<file path="config.mk">
export PLATFORM = sky130hd
export DESIGN_NAME = led_fade_driver_flat
export DESIGN_NICKNAME = d
export VERILOG_FILES = /design/src/rtl/led_fade_driver_if.sv /design/src/rtl/led_fade_driver.sv /design/src/flat_wrapper.sv
export SDC_FILE = /design/constraint.sdc
export NUM_CORES = 1
export LEC_CHECK = 0
export BUFFER_PORTS_ARGS = -buffer_cell sky130_fd_sc_hd__buf_2
export CAP_MARGIN = 20
export CORE_ASPECT_RATIO = 1.5
export CORE_MARGIN = 1
export CORE_UTILIZATION = 64
export DETAILED_ROUTE_END_ITERATION = 7
export PLACE_DENSITY = 0.81
export SETUP_SLACK_MARGIN = 0.05
export SYNTH_ARGS = -nofsm -noshare
export SYNTH_HDL_FRONTEND = slang
export SYNTH_SLANG_ARGS = --single-unit
</file>
<file path="constraint.sdc">
create_clock -name sys_clk -period 2.7 [get_ports sys_clk]
set_input_delay 0.27 -clock sys_clk [delete_from_list [all_inputs] [get_ports sys_clk]]
set_output_delay 0.27 -clock sys_clk [all_outputs]
set_load 0.005 [all_outputs]
</file>
<file path="src/rtl/led_fade_driver_if.sv">
// Sequencer-side bundle for led_fade_driver: pattern requests in, pad drive
// and fade status out. The sequencer owns the master view, the driver the
// slave view.
interface led_fade_driver_if;
   logic       enable;
   logic [5:0] pattern_in;
   logic       pattern_valid;
   logic [5:0] led;
   logic       busy;

   modport master (
      output enable,
      output pattern_in,
      output pattern_valid,
      input  led,
      input  busy
   );

   modport slave (
      input  enable,
      input  pattern_in,
      input  pattern_valid,
      output led,
      output busy
   );
endinterface

</file>
<file path="src/rtl/led_fade_driver.sv">
// Six-channel LED fader. Each LED has an 8-bit brightness that ramps toward
// a full-on or full-off target by STEP every FADE_DIV enabled clocks. The
// brightness is rendered as PWM against a free-running 8-bit counter, and the
// pad polarity is set by ACTIVE_LOW.
module led_fade_driver #(
   parameter int FADE_DIV   = 27000,
   parameter int STEP       = 17,
   parameter bit ACTIVE_LOW = 1'b1
) (
   input logic               sys_clk,
   input logic               sys_rst,
   led_fade_driver_if.slave  bus
);

   localparam int                DIV_W     = (FADE_DIV > 2) ? $clog2(FADE_DIV) : 1;
   localparam logic [DIV_W-1:0]  DIV_LAST  = DIV_W'(FADE_DIV - 1);
   localparam logic [DIV_W-1:0]  DIV_ONE   = DIV_W'(1);
   localparam logic [DIV_W-1:0]  DIV_ZERO  = {DIV_W{1'b0}};
   localparam logic [7:0]        STEP_U8   = 8'(STEP);
   localparam logic [5:0]        POL_MASK  = ACTIVE_LOW ? 6'b111111 : 6'b000000;
   localparam logic [5:0]        OFF_LEVEL = ACTIVE_LOW ? 6'b111111 : 6'b000000;

   logic [7:0]       pwm_cnt_r;
   logic [DIV_W-1:0] div_r;
   logic [5:0]       tgt_r;
   logic [7:0]       bright_r [6];
   logic [5:0]       led_r;
   logic             busy_r;

   logic             fade_tick_s;
   logic [5:0]       lit_s;
   logic             busy_next_s;

   // One fade step toward the target rail, computed 9 bits wide so that an
   // overshoot in either direction clamps to the rail instead of wrapping.
   function automatic logic [7:0] fade_step(input logic [7:0] cur, input logic up);
      logic [8:0] wide;
      logic [7:0] result;
      if (up) begin
         wide = {1'b0, cur} + {1'b0, STEP_U8};
         if (wide > 9'd255) begin
            result = 8'd255;
         end else begin
            result = wide[7:0];
         end
      end else begin
         wide = {1'b0, cur} - {1'b0, STEP_U8};
         if (wide[8]) begin
            result = 8'd0;
         end else begin
            result = wide[7:0];
         end
      end
      return result;
   endfunction

   // PWM compare: full brightness is solid on, zero is never lit.
   function automatic logic is_lit(input logic [7:0] bright, input logic [7:0] cnt);
      return (bright == 8'd255) || (cnt < bright);
   endfunction

   // Fade tick fires on the last divider count of an enabled cycle.
   always_comb begin
      fade_tick_s = 1'b0;
      if (bus.enable && (div_r == DIV_LAST)) begin
         fade_tick_s = 1'b1;
      end else begin
         fade_tick_s = 1'b0;
      end
   end

   // Per-LED lit condition and the "still fading" summary from current state.
   always_comb begin
      lit_s       = 6'b000000;
      busy_next_s = 1'b0;
      for (int i = 0; i < 6; i++) begin
         lit_s[i] = is_lit(bright_r[i], pwm_cnt_r);
         if (bright_r[i] != {8{tgt_r[i]}}) begin
            busy_next_s = 1'b1;
         end else begin
            busy_next_s = busy_next_s;
         end
      end
   end

   // Counters, targets and brightness; everything freezes while disabled.
   // Brightness updates read the pre-edge tgt_r, so a strobe landing on a
   // tick only steers the following tick.
   always_ff @(posedge sys_clk or posedge sys_rst) begin
      if (sys_rst) begin
         pwm_cnt_r <= 8'd0;
         div_r     <= DIV_ZERO;
         tgt_r     <= 6'b000000;
         for (int i = 0; i < 6; i++) begin
            bright_r[i] <= 8'd0;
         end
      end else if (bus.enable) begin
         pwm_cnt_r <= pwm_cnt_r + 8'd1;
         if (fade_tick_s) begin
            div_r <= DIV_ZERO;
         end else begin
            div_r <= div_r + DIV_ONE;
         end
         if (bus.pattern_valid) begin
            tgt_r <= bus.pattern_in;
         end else begin
            tgt_r <= tgt_r;
         end
         for (int i = 0; i < 6; i++) begin
            if (fade_tick_s) begin
               bright_r[i] <= fade_step(bright_r[i], tgt_r[i]);
            end else begin
               bright_r[i] <= bright_r[i];
            end
         end
      end else begin
         pwm_cnt_r <= pwm_cnt_r;
         div_r     <= div_r;
         tgt_r     <= tgt_r;
      end
   end

   // Registered pad drive and busy flag; pads go dark when disabled.
   always_ff @(posedge sys_clk or posedge sys_rst) begin
      if (sys_rst) begin
         led_r  <= OFF_LEVEL;
         busy_r <= 1'b0;
      end else begin
         if (bus.enable) begin
            led_r <= lit_s ^ POL_MASK;
         end else begin
            led_r <= OFF_LEVEL;
         end
         busy_r <= busy_next_s;
      end
   end

   assign bus.led  = led_r;
   assign bus.busy = busy_r;

endmodule

</file>
<file path="src/flat_wrapper.sv">
// flat-port wrapper written by rule: the top's interface ports become plain ports
module led_fade_driver_flat 
#(
   parameter int FADE_DIV   = 27000,
   parameter int STEP       = 17,
   parameter bit ACTIVE_LOW = 1'b1
)
  (sys_clk, sys_rst, bus_enable, bus_pattern_in, bus_pattern_valid, bus_led, bus_busy);
  led_fade_driver_if bus_i ();
  input logic sys_clk;
  input logic sys_rst;
  input wire logic [$bits(bus_i.enable)-1:0] bus_enable;
  input wire logic [$bits(bus_i.pattern_in)-1:0] bus_pattern_in;
  input wire logic [$bits(bus_i.pattern_valid)-1:0] bus_pattern_valid;
  output wire logic [$bits(bus_i.led)-1:0] bus_led;
  output wire logic [$bits(bus_i.busy)-1:0] bus_busy;
  assign bus_i.enable = bus_enable;
  assign bus_i.pattern_in = bus_pattern_in;
  assign bus_i.pattern_valid = bus_pattern_valid;
  assign bus_led = bus_i.led;
  assign bus_busy = bus_i.busy;
  led_fade_driver #(.FADE_DIV(FADE_DIV), .STEP(STEP), .ACTIVE_LOW(ACTIVE_LOW)) u_core (.sys_clk(sys_clk), .sys_rst(sys_rst), .bus(bus_i));
endmodule
</file>
Word-level counts from Yosys, hierarchy flattened

Cells that the tools add are included.

Word-level logic and storage cells: 87
Bits in registers: 84

Eq/ne operators: 13
Add/sub/neg operators: 14
Reduce and logical (&&, ||, !) cells: 9
Bitwise logic cells: 1
Muxes and demuxes: 27
$lt $le $gt $ge: 12

Operators by type and width:

| cell                    | count |
|---|---|
| $mux W8                 | 18 |
| $add A8 B5 Y9 const B   | 6 |
| $gt A9 B8 Y1 const B    | 6 |
| $sub A8 B5 Y9 const B   | 6 |
| $eq A8 B8 Y1 const B    | 6 |
| $lt A8 B8 Y1            | 6 |
| $ne A8 B8 Y1            | 6 |
| $add A15 B1 Y15 const B | 1 |
| $eq A15 B15 Y1 const B  | 1 |
| $mux W15                | 1 |
| $add A8 B1 Y8 const B   | 1 |
| $mux W1                 | 7 |
| $logic_or A1 B1 Y1      | 6 |
| $mux W6                 | 1 |
| $not A6 Y6              | 1 |
| $reduce_and A2 Y1       | 2 |
| $logic_and A1 B1 Y1     | 1 |

Longest topological paths before layout

Word-level depth: 7
Gate-level depth with buffers: 9

Worst setup path before layout

Ideal clock, no wire load.

Path kind: reg-to-reg
Start: register u_core.div_r[0]
End: register u_core.bright_r[13] in the netlist's numbering
Arrival: 2.140 ns
Setup slack: 0.437 ns
Period minus slack after synthesis: 2.263 ns
Cell stages (with the launch flop): 9
Buffers on the path: 2
Required time: 2.577 ns
Cell sequence: dfrtp_1 > ha_1 > clkbuf_1 > nand4b_1 > nor4_1 > clkbuf_1 > o21ai_0 > a211oi_1 > nor2_1

Cells in the longest elaborated chain, start to end: 4

RTL lines:

| what                               | line                   | source |
|---|---|---|
| from (decl)                        | led_fade_driver.sv:24  | `logic [DIV_W-1:0] div_r;` |
| from (signal assigned)             | led_fade_driver.sv:102 | `div_r <= div_r + DIV_ONE;` |
| from (signal assigned)             | led_fade_driver.sv:118 | `div_r <= div_r;` |
| $eq A15 B15 Y1                     | led_fade_driver.sv:65  | `if (bus.enable && (div_r == DIV_LAST)) begin` |
| $logic_and A1 B1 Y1                | led_fade_driver.sv:65  |  |
| $mux W1                            | led_fade_driver.sv:65  |  |
| $reduce_and A2 Y1 (no source line) | n/a                    |  |
| to (signal, indexed assignment)    | led_fade_driver.sv:111 | `bright_r[i] <= fade_step(bright_r[i], tgt_r[i]);` |
| to (signal, indexed assignment)    | led_fade_driver.sv:113 | `bright_r[i] <= bright_r[i];` |
| to (decl)                          | led_fade_driver.sv:26  | `logic [7:0] bright_r [6];` |

No other way between the ends.
A chain may end at the register's enable or synchronous reset.

Worst setup path in the final report

Start: register u_core.bright_r[16] in the netlist's numbering
End: register u_core.bright_r[19] in the netlist's numbering

Cells in the longest elaborated chain, start to end: 4

RTL lines:

| what          | line                  | source |
|---|---|---|
| $add A8 B5 Y9 | led_fade_driver.sv:40 | `wide = {1'b0, cur} + {1'b0, STEP_U8};` |
| $gt A9 B8 Y1  | led_fade_driver.sv:41 | `if (wide > 9'd255) begin` |
| $mux W8       | led_fade_driver.sv:41 |  |
| $mux W8 *     | led_fade_driver.sv:39 | `if (up) begin` |

Mark *: on every way between the ends. The rest lies on a longest branch, timed or not.

==> flow_summary.toml <==
[outcome]
status = "finished clean"

[die]
coreArea_um2 = 11000
dieArea_um2 = 11700
start_util_pct = 65.7
num_rows = 47
die_x_um = 88.7
ios = 17
die_h_um = 132

[detailed_routing]
vias_per_cell = 6.96
post_drt_wl_per_cell_um = 18.9
wl_mm = 19.7
drtPass1Iterations = 6
drc = 0
ant_nets = 0
num_vias = 7242
drt_iter0_drc = 741

[critical_path]
cp_top_family = "compound AO/OA/AOI/OAI gates"
critPathLaunchType = "register"
rr_startpoint = "u_core.bright_r[16]$_DFFE_PP0P_"
crit_type = "reg2reg"
worst-path-buf-inv = 1
r2r_cells = 8
path_cells = "inv_1 -> ha_1 -> nor3b_1 -> o22ai_1 -> o22ai_1 -> nand3_1 -> a22oi_1 -> a211oi_1"
max_stage_delay_ns = 0.63
crit_fanout = 9
path_common_cell = "o22ai_1"
cp.required_ns = 2.95
cpMaxStageDelayCell = "o22ai_1"
arrival_ns = 2.72
worstSetupEndpointType = "register"
timing.rr.end = "u_core.bright_r[19]$_DFFE_PP0P_"
reg2reg_slack_ns = 0.24

[placed_design]
io_buffers = 16
place_ws_ns = 0.287
dp_hpwl_mm = 14.0
globalplace.congestion = 0.953

[timing]
fin_tns_setup_ns = 0
timing.fmax_mhz = 406
fin_skew_ns = 0.00759
grt_setup_unrepaired = "no"
hold_viol_final = 0
period_minus_slack_ns = 2.46
max-slew-margin-rel_pct = 35.0
slew_viol_final = 0
setup_violations = 0
min_period_over_period_pct = 91.2
tightest_slew_ns = 0.973
setup_ws_ns = 0.237

[grt]
grt_pass1_wl_mm = 32.3
grt_pass1_vias = 6961
antenna_found_initial = 0
grt_usage_pct = 34.9
grt_overflow = 0
grt_max_degree = 55

[clock_network]
clk_pin_slew_ns = 0.06
clockBufferDepth = 2
clock_sinks = 84
cts_tree = "yes"
cts_resized = 0
cts_root_buf = "clkbuf_16"
htree_levels = 3
hold_buffers = 0
clk_latency_ns = 0.34
cts_setup_buffers = 0
cts_buffers = 9

[yosys]
synth_enable_flop_cells = 0
synth_nets = 976
async_reset_ff_share_pct = 100
ys_warn_count = 0
netlist_area_um2 = 7220
yosysMostFrequentCell = "dfrtp_1"
avgSynthCellArea_um2 = 7.99
ys_types = 69
ys_top_cells_by_area = "dfrtp_1 (27%), ha_1 (11%), o21ai_0 (5.3%), nand2_1 (3.6%), xnor2_1 (3.4%)"
synthFlopType = "dfrtp_1"
ys_top_cells_by_count = "dfrtp_1 (78), o21ai_0 (77), nand2_1 (70), ha_1 (62), inv_1 (60)"
synth_top_cell_area_share_pct = 27.0
synth_top_area_cell = "dfrtp_1"
synthCells = 904
ys_seq_elements = 84
seq_area_frac_synth_pct = 29.2

[pwr]
max-vdd-ir-drop_mv = 0.464
powerDensity_nw_per_um2 = 498
leakage_nw = 3.07

[cells_and_area]
antennaDiodeCount = 0
final_util_pct = 70.3
areaGrowthSynthToFinish_pct = 7.07
nets = 960
drive_above_1_share_pct = 8.85

[job]
maxCapViolations = 0

[min_path]
hold_path_class = "in2async"
==> worst register-to-register path, delay by kind of cell (launching register included) <==
| kind | cells | cell delay, ns |
|---|---|---|
| adder cells (fa/ha/maj) | 1 | 0.27 |
| AO/OA/AOI/OAI | 4 | 1.13 |
| AND/OR/NAND/NOR | 2 | 0.34 |
| flip-flops | 1 | 0.45 |
| buffers and inverters | 1 | 0.19 |
==> registers in the layout, summed over array words and instances (netlist names) <==
name,cells
u_core.bus.led,6
u_core.tgt_r,6
u_core.bright_r,48
u_core.div_r,15
u_core.bus.busy,1
u_core.pwm_cnt_r,8
==> layout by cell type, fill, tap and decap left out, drive strengths merged, types with 6 or more instances in the layout <==
cell type  synthesis  final
dfrtp             78     78
a211oi            12     12
xor2              10     10
nand4             21     21
nor2              59     59
o21a              10     10
nor4              16     16
and3               6      6
nor3b              8      8
nand2             70     70
o21ai             77     77
a21oi             48     48
inv               60     59
nand3             41     41
o31ai              9      9
a21o               7      7
ha                62     62
a2bb2oi            6      6
nor3              35     35
a22oi              6      6
mux2               8      8
clkbuf            54     11
nand2b            11     11
dfstp              6      6
a31oi             33     33
buf                8     35
xnor2             28     28
or4                6      6
o22ai             20     20
==> cell type report <==
type / count / area, µm²
clock buffer: 11 / 233
clock inverter: 5 / 77.6
fill: 891 / 3270
inverter: 61 / 230
multi-input combinational: 697 / 4650
sequential: 84 / 2110
tap: 147 / 184
timing repair buffer: 35 / 248
==> per-layer routing <==
| layer | track usage (%) | part of all wire, % | up-vias |
|---|---|---|---|
| met5 | 0 | 0 | - |
| met4 | 19.5 | 3.8 | 0 |
| met3 | 5.39 | 5.5 | 76 |
| met2 | 60.0 | 52 | 325 |
| met1 | 40.2 | 39 | 3519 |
| li1 | - | - | 3322 |
==> cell families (layout without fill, tap and decap cells) <==
logic type	after synthesis	after routing	share of synthesized area, %
buffers and inverters	123	112	6.57
adders and majority gates	63	63	10.9
and+or+nand+nor	294	294	20.6
DFF	84	84	29.2
AOI/OAI and AO/OA	291	291	26.5
xor gates and xnor gates	38	38	4.61
muxes	11	11	1.66
==> metrics by stage <==
stage / area (µm²) / cells / hold slack (ns) / power [mW]
after global routing: 7730 / 1040 / 0.161 / 4.07
after floorplan: 7220 / 904 / 0.421 / 2.24
after detailed placement: 7420 / 1024 / 0.511 / 2.53
after global placement: 7420 / 1024 / 0.501 / 2.48
after CTS: 7730 / 1040 / 0.148 / 3.86
final: 7730 / 1040 / 0.117 / 3.85
==> worst max path at each step <==
stage	from	end	slack [ns]	cells past startpoint
finish	u_core.bright_r[16]$_DFFE_PP0P_	u_core.bright_r[19]$_DFFE_PP0P_	0.24	8
detailed placement	u_core.div_r[9]$_DFFE_PP0P_	u_core.bright_r[14]$_DFFE_PP0P_	0.29	6
global route	u_core.bright_r[16]$_DFFE_PP0P_	u_core.bright_r[19]$_DFFE_PP0P_	0.12	8
CTS	u_core.div_r[9]$_DFFE_PP0P_	u_core.bright_r[14]$_DFFE_PP0P_	0.28	6
global placement	u_core.div_r[9]$_DFFE_PP0P_	u_core.bright_r[14]$_DFFE_PP0P_	0.31	6
floorplan	sys_rst	u_core.bright_r[0]$_DFFE_PP0P_	0.27	1
==> report_power, final <==
group	leakage (nW)	total, mW	internal [mW]	switching [mW]
Combinational	1.91	0.806	0.419	0.388
Sequential	1.01	1.71	1.40	0.312
Clock	0.150	1.33	0.809	0.523
Total	3.07	3.85	2.63	1.22
Note: power is estimated with default switching activity, not from simulation.
